<file path="src/rtl/pipe_chain.sv">
// pipe_chain: DEPTH-stage elastic register chain with per-stage flush.
// Empty or flushed stages let upstream elements advance even while the
// output is stalled, so bubbles collapse toward the output end.
module pipe_chain #(
  parameter int unsigned WIDTH = 32,
  parameter int unsigned DEPTH = 4
) (
  input  logic                         clk,
  input  logic                         reset,
  input  logic                         in_valid,
  output logic                         in_ready,
  input  logic [WIDTH-1:0]             in_data,
  input  logic [DEPTH-1:0]             flush,
  output logic                         out_valid,
  input  logic                         out_ready,
  output logic [WIDTH-1:0]             out_data,
  output logic [DEPTH-1:0]             stage_valid,
  output logic [$clog2(DEPTH+1)-1:0]   count
);

  localparam int unsigned CW = $clog2(DEPTH+1);

  logic [DEPTH-1:0] v_q, v_d;
  logic [WIDTH-1:0] d_q [DEPTH];
  logic [WIDTH-1:0] d_d [DEPTH];

  logic [DEPTH-1:0] free_c;
  logic [DEPTH-1:0] ready_c;
  logic [DEPTH-1:0] up_live_c;
  logic [CW-1:0]    count_c;

  // A stage is free when empty or when its element is being killed.
  always_comb begin
    free_c = ~v_q | flush;
  end

  // Readiness ripples from the output end toward the input end.
  always_comb begin : ready_chain
    logic chain;
    chain   = out_ready;
    ready_c = '0;
    for (int unsigned i = 0; i < DEPTH; i++) begin
      chain                  = free_c[DEPTH-1-i] | chain;
      ready_c[DEPTH-1-i]     = chain;
    end
  end

  // Live flag offered to each stage by its upstream neighbour.
  always_comb begin
    up_live_c    = '0;
    up_live_c[0] = in_valid;
    for (int unsigned i = 1; i < DEPTH; i++) begin
      up_live_c[i] = v_q[i-1] & ~flush[i-1];
    end
  end

  // Next-state valid and data: load from upstream when ready, else hold.
  always_comb begin
    v_d = (ready_c & up_live_c) | (~ready_c & v_q);
    d_d[0] = (ready_c[0] && up_live_c[0]) ? in_data : d_q[0];
    for (int unsigned i = 1; i < DEPTH; i++) begin
      d_d[i] = (ready_c[i] && up_live_c[i]) ? d_q[i-1] : d_q[i];
    end
  end

  // Occupancy is the population count of the registered valid bits.
  always_comb begin
    count_c = '0;
    for (int unsigned i = 0; i < DEPTH; i++) begin
      count_c = count_c + CW'(v_q[i]);
    end
  end

  // Stage registers with synchronous active-high reset.
  always_ff @(posedge clk) begin
    if (reset) begin
      v_q <= '0;
      for (int unsigned i = 0; i < DEPTH; i++) begin
        d_q[i] <= '0;
      end
    end else begin
      v_q <= v_d;
      for (int unsigned i = 0; i < DEPTH; i++) begin
        d_q[i] <= d_d[i];
      end
    end
  end

  assign in_ready    = ready_c[0] & ~reset;
  assign out_valid   = v_q[DEPTH-1] & ~flush[DEPTH-1];
  assign out_data    = d_q[DEPTH-1];
  assign stage_valid = v_q;
  assign count       = count_c;

endmodule

</file>
<file path="config.mk">
export PLATFORM = sky130hd
export DESIGN_NAME = pipe_chain
export DESIGN_NICKNAME = d
export VERILOG_FILES = /design/src/rtl/pipe_chain.sv
export SDC_FILE = /design/constraint.sdc
export NUM_CORES = 1
export LEC_CHECK = 0
export CORE_MARGIN = 3
export CORE_UTILIZATION = 25
export CTS_CLUSTER_SIZE = 25
export DETAILED_ROUTE_END_ITERATION = 12
export GPL_TIMING_DRIVEN = 0
export PLACE_DENSITY = 0.47
export SLEW_MARGIN = 30
export SYNTH_ARGS = -nofsm -noshare
export SYNTH_HDL_FRONTEND = slang
export SYNTH_SLANG_ARGS = --single-unit
</file>
<file path="constraint.sdc">
create_clock -name clk -period 2.93 [get_ports clk]
set_clock_uncertainty 0.05 [all_clocks]
set_input_delay 0.879 -clock clk [delete_from_list [all_inputs] [get_ports clk]]
set_output_delay 0.879 -clock clk [all_outputs]
set_load 0.02 [all_outputs]
</file>
==> flow_metrics.py, run 1 <==
metrics = {
    "detailed_routing": {
        "drtIter0Drc": 246,
        "wl_per_cell_um": 15.9,
        "vias": 4942,
        "drc": 0,
        "wirelength_mm": 17.1,
        "postRouteAntennaNets": 0,
        "avgViaCountPerCell": 4.59,
        "drtPass1Iterations": 4,
    },
    "timing": {
        "rsz0062_at_grt": "false",
        "slew_headroom_pct": 58.1,
        "drv_slew": 0,
        "setup_viol": 0,
        "max_freq_mhz": 344,
        "fin_crit_sh_pct": 99.2,
        "period_minus_slack_ns": 2.91,
        "finalHoldViolations": 0,
        "worst_slew_pin_slew_ns": 0.629,
    },
    "clock_tree": {
        "cts_tree": "yes",
        "worstSkewPairLatency_ns": 0.41,
        "cts.sinks": 132,
        "clockBufferDepth": 2,
        "cts_buffers": 17,
        "h-tree-depth": 4,
        "clkSlewWorstSetupHoldPaths_ns": 0.06,
        "clk_root_buffer_cell": "clkbuf_16",
    },
    "logic_synthesis": {
        "ys_ff_latch": 132,
        "synth_fp_nets": 689,
        "ys_seq_area_share_pct": 44.8,
        "ys_warn_count": 0,
        "yosysUniqueCellTypes": 28,
        "ys_async_sr_fraction_pct": 0,
        "synth_enable_flop_cells": 0,
        "syn_area_sq_um": 5890,
        "synth_area_leaders": "dfxtp_1, mux2i_1, nand2b_1",
        "yosysTopAreaCell": "dfxtp_1",
        "synth_top_area_share_pct": 44.8,
        "avgSynthCellArea_sq_um": 9.12,
        "syn-instance-count": 646,
        "synthFlopType": "dfxtp_1",
    },
    "worst_hold_path": {
        "hold_path.class": "reg2reg",
        "min_path_cells": 2,
        "min_from": "d_q[2][16]",
        "holdPathEnd": "d_q[3][16]",
    },
    "finish": {
        "largest_reg_flops": 128,
        "fillers": 2384,
        "area_growth_pct": 32.5,
        "num-nets-final": 794,
        "fin_area_sq_um": 7810,
        "drive_gt1_share_pct": 9.95,
        "antenna_cells": 0,
        "largest_register": "d_q",
        "final_common_cell": "dfxtp_1",
        "reg.largest.list": "d_q (128)",
        "fin_cells": 1077,
        "layout_common_cells": "dfxtp_1, nand2b_1, clkdlybuf4s50_1",
    },
    "pwr": {
        "power_leakage_uw": 0.00281,
        "power_density_nw_per_um2": 573,
        "vdd_drop_max_v": 0.000385,
    },
    "critical_path": {
        "cp-end-kind": "output port",
        "cp-startpoint": "flush[3]",
        "arrival_ns": 1.98,
        "rrSetupSlack_ns": 0.86,
        "crit_required_ns": 2.00,
        "worst-r2r-cell-count": 5,
        "crit_path_start_kind": "input port",
        "crit_fanout": 2,
        "critPathKind": "in2out",
    },
    "floorplan": {
        "top_level_ports": 81,
        "core_area_sq_um": 22900,
        "dieArea_sq_um": 25500,
        "die_width_um": 160,
        "rows": 55,
        "die_y_um": 160,
        "initial_core_util_pct": 25.7,
    },
    "placement": {
        "portBuffers": 80,
        "post_dp_cell_area_sq_um": 7090,
        "dpl.cell_count": 1039,
        "dpl.hpwl_mm": 12.6,
        "routabilityCongestion": 0.743,
    },
    "global_route": {
        "grt_pass1_wl_mm": 27.3,
        "grt_max_degree": 20,
        "antenna_found_initial": 0,
        "grt_pass1_vias": 4804,
        "overflow": 0,
        "grt_usage_pct": 13.3,
    },
    "run": {
        "cap_violations": 0,
    },
    "outcome": {
        "outcome": "complete, no violations",
    },
}
final cells by class:
class / count / area, sq um / area share [%]
multi-input cells: 441 / 2970 / 38.0
flip-flops and latches: 132 / 2650 / 33.9
inverters: 5 / 21.3 / 0.272
clock inverters: 10 / 153 / 1.95
well taps: 313 / 392 / 5.01
repair buffers: 88 / 850 / 10.9
clock buffers: 22 / 474 / 6.07
plain buffers: 66 / 304 / 3.89
synth_stat cells, drive strengths merged (2+ instances only):
library cell	instances
nor2	3
nor3b	2
dfxtp	132
nor2b	35
nand2	33
o21ai	32
nand2b	99
ha	2
nand3	32
o221ai	32
a31oi	33
inv	5
a21oi	37
nand4	32
mux2i	64
buf	22
clkbuf	46
where the power goes:
group          internal, uW  switching [uW]  leakage, uW
combinational           162             165      0.00143
clock                  1480             782     0.000310
sequential             1850            38.5      0.00108
total                  3490             985      0.00281
what timing repair did:
action                     in CTS  in global routing
gates resized for setup        38                 15
setup endpoints to repair       5                  4
buffers inserted                6                  2
hold buffers                    0                  0
pin swaps                       3                  1
critical path, cell delays in order:
cell,delay [ns]
buf_6,0.09
or3b_4,0.42
nor3_4,0.24
buf_6,0.16
a21oi_4,0.05
buf_6,0.14
metrics by stage:
step                worst slack (ns)  hold WS, ns  total power [uW]  TNS, ns  util, %
floorplan                     0.0160        0.394              2110        0        -
CTS                           -0.112        0.420              4530   -0.112     34.0
global placement               -1.42        0.415              2250    -8.23     30.9
global route                 0.00721        0.447              4660        0     34.1
finish                        0.0230        0.408              4480        0     34.1
detailed placement             -1.41        0.410              2250    -8.26     30.9
cell families (layout without fill, tap and decap cells):
| group | after synthesis | in the layout | share of synthesized area [%] |
|---|---|---|---|
| adder cells (fa/ha/maj) | 3 | 3 | 0.764 |
| AND/OR/NAND/NOR | 239 | 239 | 23.6 |
| flip-flops | 132 | 132 | 44.8 |
| AO/OA/AOI/OAI | 135 | 135 | 14.4 |
| multiplexers | 64 | 64 | 10.9 |
| buffers and inverters | 73 | 191 | 5.56 |
routing by layer:
metal  track usage, %  routed length, um  up-vias
li1                 -                  -     2516
met1             18.6               8560     2319
met2             20.2               7630       98
met3             3.23                716        9
met4             4.06                173        0
met5                0                  0        -
worst max-delay path by stage:
stage / slack [ns] / to
global placement: -1.42 / in_ready
floorplan: 0.02 / in_ready
detailed placement: -1.41 / in_ready
global route: 0.007 / in_ready
CTS: -0.11 / in_ready
finish: 0.02 / in_ready
Power figures use the tool's default switching activity.
==> run 2: changes to the inputs <==
CORE_UTILIZATION = 45   (was 25)
PLACE_DENSITY = 0.72   (was 0.47)
==> flow_metrics.py, run 2 (same netlist as run 1, synthesis figures left out) <==
metrics = {
    "critical_path": {
        "critPathSlowestCell": "or3b_4",
        "critPathKind": "in2out",
        "arrival_ns": 1.95,
        "cp-end-kind": "output port",
        "slowest_delay_ns": 0.41,
        "rrSetupSlack_ns": 0.90,
        "crit_path_start_kind": "input port",
        "crit_fanout": 2,
        "crit_required_ns": 2.00,
        "crit_path_frequent_cell": "buf_6",
        "crit_chain": "buf_8, or3b_4, nor3_4, buf_6, a21oi_4, buf_6",
    },
    "timing": {
        "max_freq_mhz": 348,
        "fin_crit_sh_pct": 98.1,
        "period_minus_slack_ns": 2.88,
        "setup_ws_ns": 0.0546,
        "worst_slew_pin_slew_ns": 0.634,
        "hold_ws_ns": 0.421,
        "rsz0062_at_grt": "false",
        "slew_headroom_pct": 57.7,
        "finalHoldViolations": 0,
        "setup_viol": 0,
        "drv_slew": 0,
    },
    "detailed_routing": {
        "drtPass1Iterations": 5,
        "drc": 0,
        "wl_per_cell_um": 16.7,
        "avgViaCountPerCell": 5.51,
        "vias": 5139,
        "wirelength_mm": 15.6,
        "drtIter0Drc": 356,
        "postRouteAntennaNets": 0,
    },
    "floorplan": {
        "die_width_um": 120,
        "core_area_sq_um": 12700,
        "dieArea_sq_um": 14500,
        "rows": 41,
        "initial_core_util_pct": 46.3,
        "top_level_ports": 81,
        "die_y_um": 120,
    },
    "placement": {
        "portBuffers": 80,
        "pre_cts_ws_ns": -1.25,
        "post_dp_cell_area_sq_um": 6910,
        "dpl.hpwl_mm": 11.2,
        "routabilityCongestion": 0.818,
        "dpl.cell_count": 898,
    },
    "finish": {
        "antenna_cells": 0,
        "fin_cells": 933,
        "final_common_cell": "dfxtp_1",
        "area_growth_pct": 27.5,
        "largest_register": "d_q",
        "reg.largest.list": "d_q (128)",
        "largest_reg_flops": 128,
        "drive_gt1_share_pct": 9.33,
        "fin_area_sq_um": 7520,
        "layout_common_cells": "dfxtp_1, nand2b_1, clkdlybuf4s50_1",
        "fin_util_pct": 59.1,
        "num-nets-final": 794,
    },
    "global_route": {
        "use_met3_pct": 4.91,
        "busiest_layer": "met2",
        "overflow": 0,
        "grt_pass1_vias": 5060,
        "grt_pass1_wl_mm": 25.1,
        "grt_max_degree": 20,
        "grt_use_met2_pct": 33.8,
        "met1_usage_pct": 28.7,
        "antenna_found_initial": 0,
        "grt_usage_pct": 21.4,
    },
    "worst_hold_path": {
        "hold_path.class": "reg2reg",
    },
    "clock_tree": {
        "cts_buffers": 17,
        "clk_root_buffer_cell": "clkbuf_16",
        "worstSkewPairLatency_ns": 0.41,
        "cts_tree": "yes",
        "clkSlewWorstSetupHoldPaths_ns": 0.05,
        "cts.sinks": 132,
        "ctsHoldBuffers": 0,
        "clockBufferDepth": 2,
        "h-tree-depth": 4,
    },
    "pwr": {
        "power_leakage_uw": 0.00275,
        "power_density_nw_per_um2": 537,
        "vdd_drop_max_v": 0.000356,
    },
    "run": {
        "cap_violations": 0,
    },
    "outcome": {
        "outcome": "complete, no violations",
    },
}
## run 2: layout make-up
cell class | instances | area [sq um]
buffer | 66 | 304
timing repair buffer | 88 | 860
fill | 1137 | 5210
sequential | 132 | 2650
multi-input combinational | 441 | 2970
clock inverter | 7 | 35.0
inverter | 5 | 18.8
clock buffer | 22 | 464
tap | 172 | 215
## run 2: critical path, delay by kind of cell
family | cells | cell delay (ns)
buffers and inverters | 3 | 0.38
AOI/OAI and AO/OA | 1 | 0.05
and+or+nand+nor | 2 | 0.63
## run 2: metal layers
| metal | up-vias | wire length, um | part of all wire [%] |
|---|---|---|---|
| met1 | 2391 | 7100 | 46 |
| li1 | 2515 | - | - |
| met3 | 18 | 1070 | 6.9 |
| met5 | - | 0 | 0 |
| met4 | 0 | 204 | 1.3 |
| met2 | 215 | 7220 | 46 |
## run 2: metrics by stage
step,total power (uW),setup TNS (ns)
detailed placement,2240,-1.79
global route,4150,0
finish,4040,0
floorplan,2110,0
CTS,4040,-0.0944
global placement,2220,-1.47
## run 2: final timing paths
check,startpoint,endpoint,depth (start not counted)
worst min register to register,d_q[2][2],d_q[3][2],2
worst max register to register,flip-flop,d_q[0][23],5
worst min-delay path,d_q[2][2],d_q[3][2],2
worst max-delay path,flush[3],in_ready,6
## run 2: power breakdown
group | switching, uW | leakage, uW | internal [uW]
clock | 727 | 0.000255 | 1100
sequential | 39.2 | 0.00108 | 1850
combinational | 161 | 0.00142 | 163
total | 927 | 0.00275 | 3110
## run 2: repair_timing
| item | CTS | global route |
|---|---|---|
| setup buffers | 5 | 3 |
| hold endpoints to repair | 0 | 0 |
| pin swaps | 3 | 1 |
| endpoints found under the setup margin | 5 | 3 |
| resized for setup | 44 | 8 |
